### src/rtl/rv32_mem.sv
// rv32_mem: RV32I memory-access stage between rv32_alu and writeback.
// Runs one outstanding request/ready bus transaction and registers the writeback bundle.
//
// Ports:
//   clk, reset (synchronous, active-high)
//   upstream : valid_in, flush_in, read_in, write_in, width_in, zero_extend_in,
//              rd_in, rd_write_in, result_in, rs2_value_in, stall_out
//   data bus : bus_address_out, bus_read_out, bus_write_out, bus_write_mask_out,
//              bus_write_value_out, bus_read_value_in, bus_ready_in
//   writeback: valid_out, rd_out, rd_write_out, rd_value_out, trap_out
//
// Optional feature macro: RV32_MISALIGNED_TRAP_EN
//   defined   -> misaligned half/word accesses trap instead of touching the bus
//   undefined -> trap_out is 0 and address bits below the access size are ignored
module rv32_mem (
    input  logic        clk,
    input  logic        reset,
    input  logic        valid_in,
    input  logic        flush_in,
    input  logic        read_in,
    input  logic        write_in,
    input  logic [1:0]  width_in,
    input  logic        zero_extend_in,
    input  logic [4:0]  rd_in,
    input  logic        rd_write_in,
    input  logic [31:0] result_in,
    input  logic [31:0] rs2_value_in,
    output logic        stall_out,
    output logic [31:0] bus_address_out,
    output logic        bus_read_out,
    output logic        bus_write_out,
    output logic [3:0]  bus_write_mask_out,
    output logic [31:0] bus_write_value_out,
    input  logic [31:0] bus_read_value_in,
    input  logic        bus_ready_in,
    output logic        valid_out,
    output logic [4:0]  rd_out,
    output logic        rd_write_out,
    output logic [31:0] rd_value_out,
    output logic        trap_out
);

    localparam logic [0:0] S_IDLE = 1'b0;
    localparam logic [0:0] S_BUS  = 1'b1;

    logic [0:0]  r_state;
    logic [31:0] r_addr;
    logic [1:0]  r_width;
    logic        r_zext;
    logic [4:0]  r_rd;
    logic        r_rd_write;
    logic        r_kill;
    logic        r_bus_read;
    logic        r_bus_write;
    logic [3:0]  r_mask;
    logic [31:0] r_wdata;
    logic        r_valid;
    logic [4:0]  r_rd_out;
    logic        r_rd_write_out;
    logic [31:0] r_rd_value;
    logic        r_trap;

    logic        w_accept;
    logic        w_mem;
    logic [1:0]  w_a;
    logic [3:0]  w_st_mask;
    logic [31:0] w_st_data;
    logic [31:0] w_ld_shift;
    logic [15:0] w_ld_half;
    logic [31:0] w_ld_value;
    logic        w_misaligned;
    logic        w_killed;

    assign w_accept = (r_state == S_IDLE) && valid_in && !flush_in;
    assign w_mem    = read_in || write_in;
    assign w_a      = result_in[1:0];
    // A flush on the completing cycle kills the result just like an earlier one.
    assign w_killed = r_kill || flush_in;

    // Store lane placement: data replicated so any lane the mask picks is correct.
    always_comb begin
        w_st_mask = 4'b1111;
        w_st_data = rs2_value_in;
        case (width_in)
            2'b00: begin
                w_st_mask = 4'b0001 << w_a;
                w_st_data = {4{rs2_value_in[7:0]}};
            end
            2'b01: begin
                w_st_mask = w_a[1] ? 4'b1100 : 4'b0011;
                w_st_data = {2{rs2_value_in[15:0]}};
            end
            default: begin
                w_st_mask = 4'b1111;
                w_st_data = rs2_value_in;
            end
        endcase
    end

    // Load extraction from the captured address offset.
    assign w_ld_shift = bus_read_value_in >> {r_addr[1:0], 3'b000};
    assign w_ld_half  = r_addr[1] ? bus_read_value_in[31:16]
                                  : bus_read_value_in[15:0];

    always_comb begin
        w_ld_value = bus_read_value_in;
        case (r_width)
            2'b00:   w_ld_value = {{24{!r_zext && w_ld_shift[7]}},
                                   w_ld_shift[7:0]};
            2'b01:   w_ld_value = {{16{!r_zext && w_ld_half[15]}},
                                   w_ld_half};
            default: w_ld_value = bus_read_value_in;
        endcase
    end

`ifdef RV32_MISALIGNED_TRAP_EN
    always_comb begin
        w_misaligned = 1'b0;
        case (width_in)
            2'b00:   w_misaligned = 1'b0;
            2'b01:   w_misaligned = w_a[0];
            default: w_misaligned = (w_a != 2'b00);
        endcase
    end
`else
    assign w_misaligned = 1'b0;
`endif

    always_ff @(posedge clk) begin
        if (reset) begin
            r_state        <= S_IDLE;
            r_addr         <= 32'h0;
            r_width        <= 2'b00;
            r_zext         <= 1'b0;
            r_rd           <= 5'd0;
            r_rd_write     <= 1'b0;
            r_kill         <= 1'b0;
            r_bus_read     <= 1'b0;
            r_bus_write    <= 1'b0;
            r_mask         <= 4'b0000;
            r_wdata        <= 32'h0;
            r_valid        <= 1'b0;
            r_rd_out       <= 5'd0;
            r_rd_write_out <= 1'b0;
            r_rd_value     <= 32'h0;
            r_trap         <= 1'b0;
        end else begin
            // Writeback is a one-cycle pulse; write enable never outlives it.
            r_valid        <= 1'b0;
            r_rd_write_out <= 1'b0;
            r_trap         <= 1'b0;
            case (r_state)
                S_IDLE: begin
                    if (w_accept) begin
                        if (w_mem && w_misaligned) begin
                            r_valid    <= 1'b1;
                            r_trap     <= 1'b1;
                            r_rd_out   <= rd_in;
                            r_rd_value <= result_in;
                        end else if (w_mem) begin
                            // read+write together is handled as a store
                            r_state     <= S_BUS;
                            r_addr      <= result_in;
                            r_width     <= width_in;
                            r_zext      <= zero_extend_in;
                            r_rd        <= rd_in;
                            r_rd_write  <= rd_write_in;
                            r_kill      <= 1'b0;
                            r_bus_read  <= !write_in;
                            r_bus_write <= write_in;
                            r_mask      <= write_in ? w_st_mask : 4'b0000;
                            r_wdata     <= write_in ? w_st_data : 32'h0;
                        end else begin
                            r_valid        <= 1'b1;
                            r_rd_out       <= rd_in;
                            r_rd_write_out <= rd_write_in;
                            r_rd_value     <= result_in;
                        end
                    end
                end
                S_BUS: begin
                    if (flush_in) begin
                        r_kill <= 1'b1;
                    end
                    if (bus_ready_in) begin
                        r_state        <= S_IDLE;
                        r_bus_read     <= 1'b0;
                        r_bus_write    <= 1'b0;
                        r_mask         <= 4'b0000;
                        r_valid        <= !w_killed;
                        r_rd_out       <= r_rd;
                        r_rd_write_out <= !w_killed && !r_bus_write
                                          && r_rd_write;
                        r_rd_value     <= r_bus_write ? 32'h0 : w_ld_value;
                    end
                end
                default: r_state <= S_IDLE;
            endcase
        end
    end

    assign stall_out           = (r_state == S_BUS) && !bus_ready_in;
    assign bus_address_out     = {r_addr[31:2], 2'b00};
    assign bus_read_out        = r_bus_read;
    assign bus_write_out       = r_bus_write;
    assign bus_write_mask_out  = r_mask;
    assign bus_write_value_out = r_wdata;
    assign valid_out           = r_valid;
    assign rd_out              = r_rd_out;
    assign rd_write_out        = r_rd_write_out;
    assign rd_value_out        = r_rd_value;
    assign trap_out            = r_trap;

endmodule

### config.mk
export PLATFORM = sky130hd
export DESIGN_NAME = rv32_mem
export DESIGN_NICKNAME = d
export VERILOG_FILES = /design/src/rtl/rv32_mem.sv
export SDC_FILE = /design/constraint.sdc
export NUM_CORES = 1
export LEC_CHECK = 0
export CAP_MARGIN = 10
export CORE_ASPECT_RATIO = 0.6
export CORE_MARGIN = 2
export CORE_UTILIZATION = 40
export DETAILED_ROUTE_END_ITERATION = 8
export PLACE_DENSITY = 0.72
export SLEW_MARGIN = 15
export SYNTH_ARGS = -nofsm -noshare
export SYNTH_HDL_FRONTEND = slang
export SYNTH_SLANG_ARGS = --single-unit
### constraint.sdc
create_clock -name clk -period 1.95 [get_ports clk]
set_input_delay 0.2925 -clock clk [delete_from_list [all_inputs] [get_ports clk]]
set_output_delay 0.2925 -clock clk [all_outputs]
set_load 0.01 [all_outputs]
-- Yosys cells after proc, flatten, opt, wreduce, memory -nomap -nowiden
Cells that the tools add are included.
- flip-flop bits (word level): 120
- input port bits: 112
- output and inout bits: 111
- word-level logic and storage cells: 89
- equal/unequal tests: 7
- shift-type cells: 2
- multiplexer cells: 43
- bitwise gates (word level): 1
- reduce and logical (&&, ||, !) cells: 21
- operators with widths (kind ; number):
    $pmux W32 S2 ; 3
    $mux W32 ; 5
    $shr A32 B5 Y8 ; 1
    $mux W4 ; 5
    $mux W1 ; 17
    $mux W16 ; 1
    $pmux W4 S2 ; 2
    $mux W5 ; 3
    $pmux W1 S2 ; 6
    $reduce_and A3 Y1 ; 4
    $ne A2 B2 Y1 const B ; 5
    $pmux W5 S2 ; 1
    $logic_and A1 B1 Y1 ; 7
    $logic_not A1 Y1 ; 6
    $eq A2 B1 Y1 const B ; 2
    $logic_not A2 Y1 ; 2
    $shl A1 B2 Y4 const A ; 1
    $logic_or A1 B1 Y1 ; 2
    $not A1 Y1 ; 1

-- Longest topological paths before layout
- depth after elaboration: 6
- gate-level depth with buffers: 7
- gate-level depth less buffers: 4

-- Least setup slack after synthesis
Ideal clock, no wire load.
- path kind: reg-to-reg
- start: register r_width[1]
- end: register r_rd_value[21] (netlist: rd_value_out[21])
- setup time: 0.079 ns
- arrival time: 1.449 ns
- data required time: 1.871 ns
- setup slack: 0.421 ns
- cell stages (with the launch flop): 7
- buffers on the path: 2
- period minus slack after synthesis: 1.529 ns
- cells stage by stage: dfxtp_1 > buf_6 > or3_4 > o22ai_4 > buf_12 > o211ai_2 > a211oi_2
- longest elaborated chain between the ends: 5
- elaborated cells between the ends (all ways): 6
- classes of those cells: eq/ne: 1; mux: 4; reduce/logical: 1
- RTL lines (item ; line ; RTL):
    start, declared ; 48 ; logic [1:0] r_width;
    start signal, assigned ; 164 ; r_width <= width_in;
    $eq A2 B1 Y1 or $logic_not A2 Y1 (tied branches) ; 107 ; case (r_width)
    $pmux W32 S2 * ; 107 ;
    $mux W32 * ; 194 ; r_rd_value <= r_bus_write ? 32'h0 : w_ld_value;
    $mux W32 * ; 185 ; if (bus_ready_in) begin
    $pmux W32 S2 * ; 152 ; case (r_state)
    end signal, assigned ; 159 ; r_rd_value <= result_in;
    end signal, assigned ; 177 ; r_rd_value <= result_in;
    end signal, assigned ; 194 ;
    end, declared ; 60 ; logic [31:0] r_rd_value;
Mark *: on every way between the ends. The rest lies on a longest branch, timed or not. The select of a mux whose other input is x is not followed.
A chain may end at the register's enable or synchronous reset.

-- Worst setup path after layout
- start: register r_addr[1]
- end: register r_rd_value[7] (netlist: rd_value_out[7])
- longest elaborated chain between the ends: 5
- elaborated cells between the ends (all ways): 6
- classes of those cells: shift: 1; mux: 5
- RTL lines (item ; line ; RTL):
    start, declared ; 47 ; logic [31:0] r_addr;
    start signal, assigned ; 163 ; r_addr <= result_in;
    $shr A32 B5 Y8 or $mux W16 (tied branches) ; 101, 102 ;
    $pmux W32 S2 * ; 107 ;
    $mux W32 * ; 194 ;
    $mux W32 * ; 185 ;
    $pmux W32 S2 * ; 152 ;
Marked as above.

==> qor.yml <==
status: "finished clean"
dp.cells: 1102
synth_xor_area_share_pct: 0
cts_made_buffers: 17
p_leak_nw: 3.25
p_per_area_nw_per_um2: 814
setup_ws_ns: 0.133
routed_wl_um: 20800
final_cell_mix: "clkdlybuf4s50_1, dfxtp_1, nand2_1"
yosys.area_share.simple_pct: 15.5
maxSlewViolCount: 0
cp.arrival_ns: 2.09
async_flop_share_pct: 0
pre_cts_ws_ns: -0.0402
cp-end-kind: "register"
synth_edf_count: 0
drtPass1Iterations: 5
dieWidth_um: 166
drv_cap: 0
grt_antenna_before_repair: 0
crit_type: "register to register"
grt_max_degree: 53
hold_class: "input port to register"
antenna_cells: 0
yosysWarnings: 0
fp-row-count: 35
htreeDepth: 4
start_util_pct: 40.9
instances_no_fill: 1136
period_minus_slack_ns: 1.82
cts_tree: "yes"
yosys-top-cells-area: "dfxtp_1, nand2_1, a21oi_1"
vias_per_cell: 5.27
synth_cells: 741
min_period_over_period_pct: 93.2
synth_top_area_share_pct: 38.3
rsz0062_at_grt: "no"
grt_pass1_wl_um: 31600
slew_headroom_pct: 55.3
clock_path_buffers: 2
drive_gt1_share_pct: 14.3
ys.flop_type: "dfxtp_1"
route.detailed.drc: 0
yosys.cell_types.count: 51
peakVddDrop_mv: 0.547
syn_to_final_growth_pct: 44.9
synth-seq-cells: 120
path_clk_slew_ns: 0.06
port_buffers: 219
place_congestion: 0.962
fin_util_pct: 59.3
clock_sinks: 120
worst_pin_slew_ns: 0.669
cts_root_buffer: "clkbuf_16"
ioPinCount: 223
coreArea_um2: 15300
clk_latency_ns: 0.41
max_freq_mhz: 550
synth_area_per_cell_um2: 8.46
grt_pass1_vias: 5524
muxShareOfSynthArea_pct: 7.63
first_iter_violations: 521
track_usage_pct: 24.8
setup_viol: 0
antenna_left: 0
seq_area_frac_synth_pct: 38.3
vias: 5991
skew_ns: 0.00908
die_h_um: 101
grt_overflow: 0
drt-wirelength-per-cell_um: 18.3
synth_compound_area_share_pct: 26.9
synth_top_family_by_area: "compound AO/OA/AOI/OAI gates"
synth.largest_area_cell: "dfxtp_1"
die_area_um2: 16700
hold_viol_final: 0
worstPathRequired_ns: 2.22
dpl.hpwl_um: 15100
syn_area_um2: 6270
synthAdderAreaFrac_pct: 0
fin_nets: 1032
layout_commonest_cell: "clkdlybuf4s50_1"
cp-start-kind: "register"
cp_max_fo: 10
## layout make-up
cell class | count | area (um2)
Inverter | 11 | 41.3
Clock inverter | 13 | 195
Sequential cell | 120 | 2410
Timing Repair Buffer | 254 | 2590
Multi-Input combinational cell | 516 | 3150
Tap cell | 203 | 254
Clock buffer | 19 | 443
Fill cell | 1384 | 6240
## cells in the mapped netlist, types with 2 or more instances
cell and number:
mux2_2 16, a22oi_1 32, nand2_1 111, o21ai_1 14
a31o_2 2, buf_2 19, o211a_1 7, inv_1 10
a21o_2 10, nand3_1 13, o22ai_4 2, a211oi_1 18
nor2b_1 13, mux2i_1 27, buf_6 8, buf_4 34
a21o_1 8, dlygate4sd1_1 2, dfxtp_1 120, a211oi_2 10
o211ai_1 6, clkbuf_1 23, nor2_2 2, o211ai_2 10
o2bb2ai_1 7, a21oi_1 81, and2_1 3, clkbuf_8 9
a31oi_1 7, mux2i_2 2, nor2_1 72, nor3_1 7
o21ai_0 18
## worst max-delay path, stage by stage, from the launching register on
cell and delay (ns):
dfxtp_1 0.50, buf_4 0.28, nor2b_1 0.07, a31o_2 0.21
a221oi_1 0.46, o32ai_1 0.16
## report_power, final
group | internal, mW | switching, mW | total, mW
combinational | 0.687 | 0.647 | 1.33
sequential | 2.57 | 0.0742 | 2.64
clock | 2.19 | 1.23 | 3.41
## logic make-up (layout without fill, tap and decap cells)
| kind of cell | count (synthesis) | in the layout |
|---|---|---|
| other | 1 | 3 |
| DFF | 120 | 120 |
| and+or+nand+nor | 229 | 229 |
| AOI/OAI and AO/OA | 239 | 239 |
| buffers and inverters | 107 | 297 |
| muxes | 45 | 45 |
## registers in the layout (all words and copies together) (netlist names), 2 cells and up
name                 count
rd_out                   5
bus_write_mask_out       4
bus_write_value_out     32
r_width                  2
r_rd                     5
r_addr                  32
rd_value_out            32
## what timing repair did
action / 4_1_cts / 5_1_grt
pin swaps: 0 / 1
resized for setup: 2 / 1
gates cloned: 0 / 0
setup buffers: 0 / 2
hold buffers: 0 / 0
setup endpoints to repair: 1 / 3
## path summary, 6_finish.rpt
path	startpoint	endpoint	slack [ns]	cells past startpoint
max	r_addr[1]	rd_value_out[7]	0.13	5
max reg2reg	r_addr[1]	rd_value_out[7]	0.13	5
min reg2reg	r_addr[5]	r_addr[5]	0.45	2
min	reset	bus_write_mask_out[2]	0.36	2
## per-layer routing
metal / share of wire, % / GRT usage (%) / up-vias
met5: 0 / 0 / -
met3: 9.2 / 7.65 / 18
met2: 41 / 35.0 / 249
met1: 49 / 37.1 / 2791
met4: 0.74 / 4.38 / 0
li1: - / - / 2933
## per-stage QoR
| stage | TNS (ns) | power, mW | instance area (um2) | hold WS, ns |
|---|---|---|---|---|
| after CTS | 0 | 7.42 | 9050 | 0.353 |
| after global routing | 0 | 7.67 | 9080 | 0.374 |
| after floorplan | 0 | 3.38 | 6270 | 0.428 |
| after detailed placement | -0.200 | 4.00 | 8410 | 0.444 |
| final | 0 | 7.39 | 9080 | 0.365 |
| after global placement | -0.0257 | 3.99 | 8410 | 0.441 |
(Power assumes the default switching activity.)
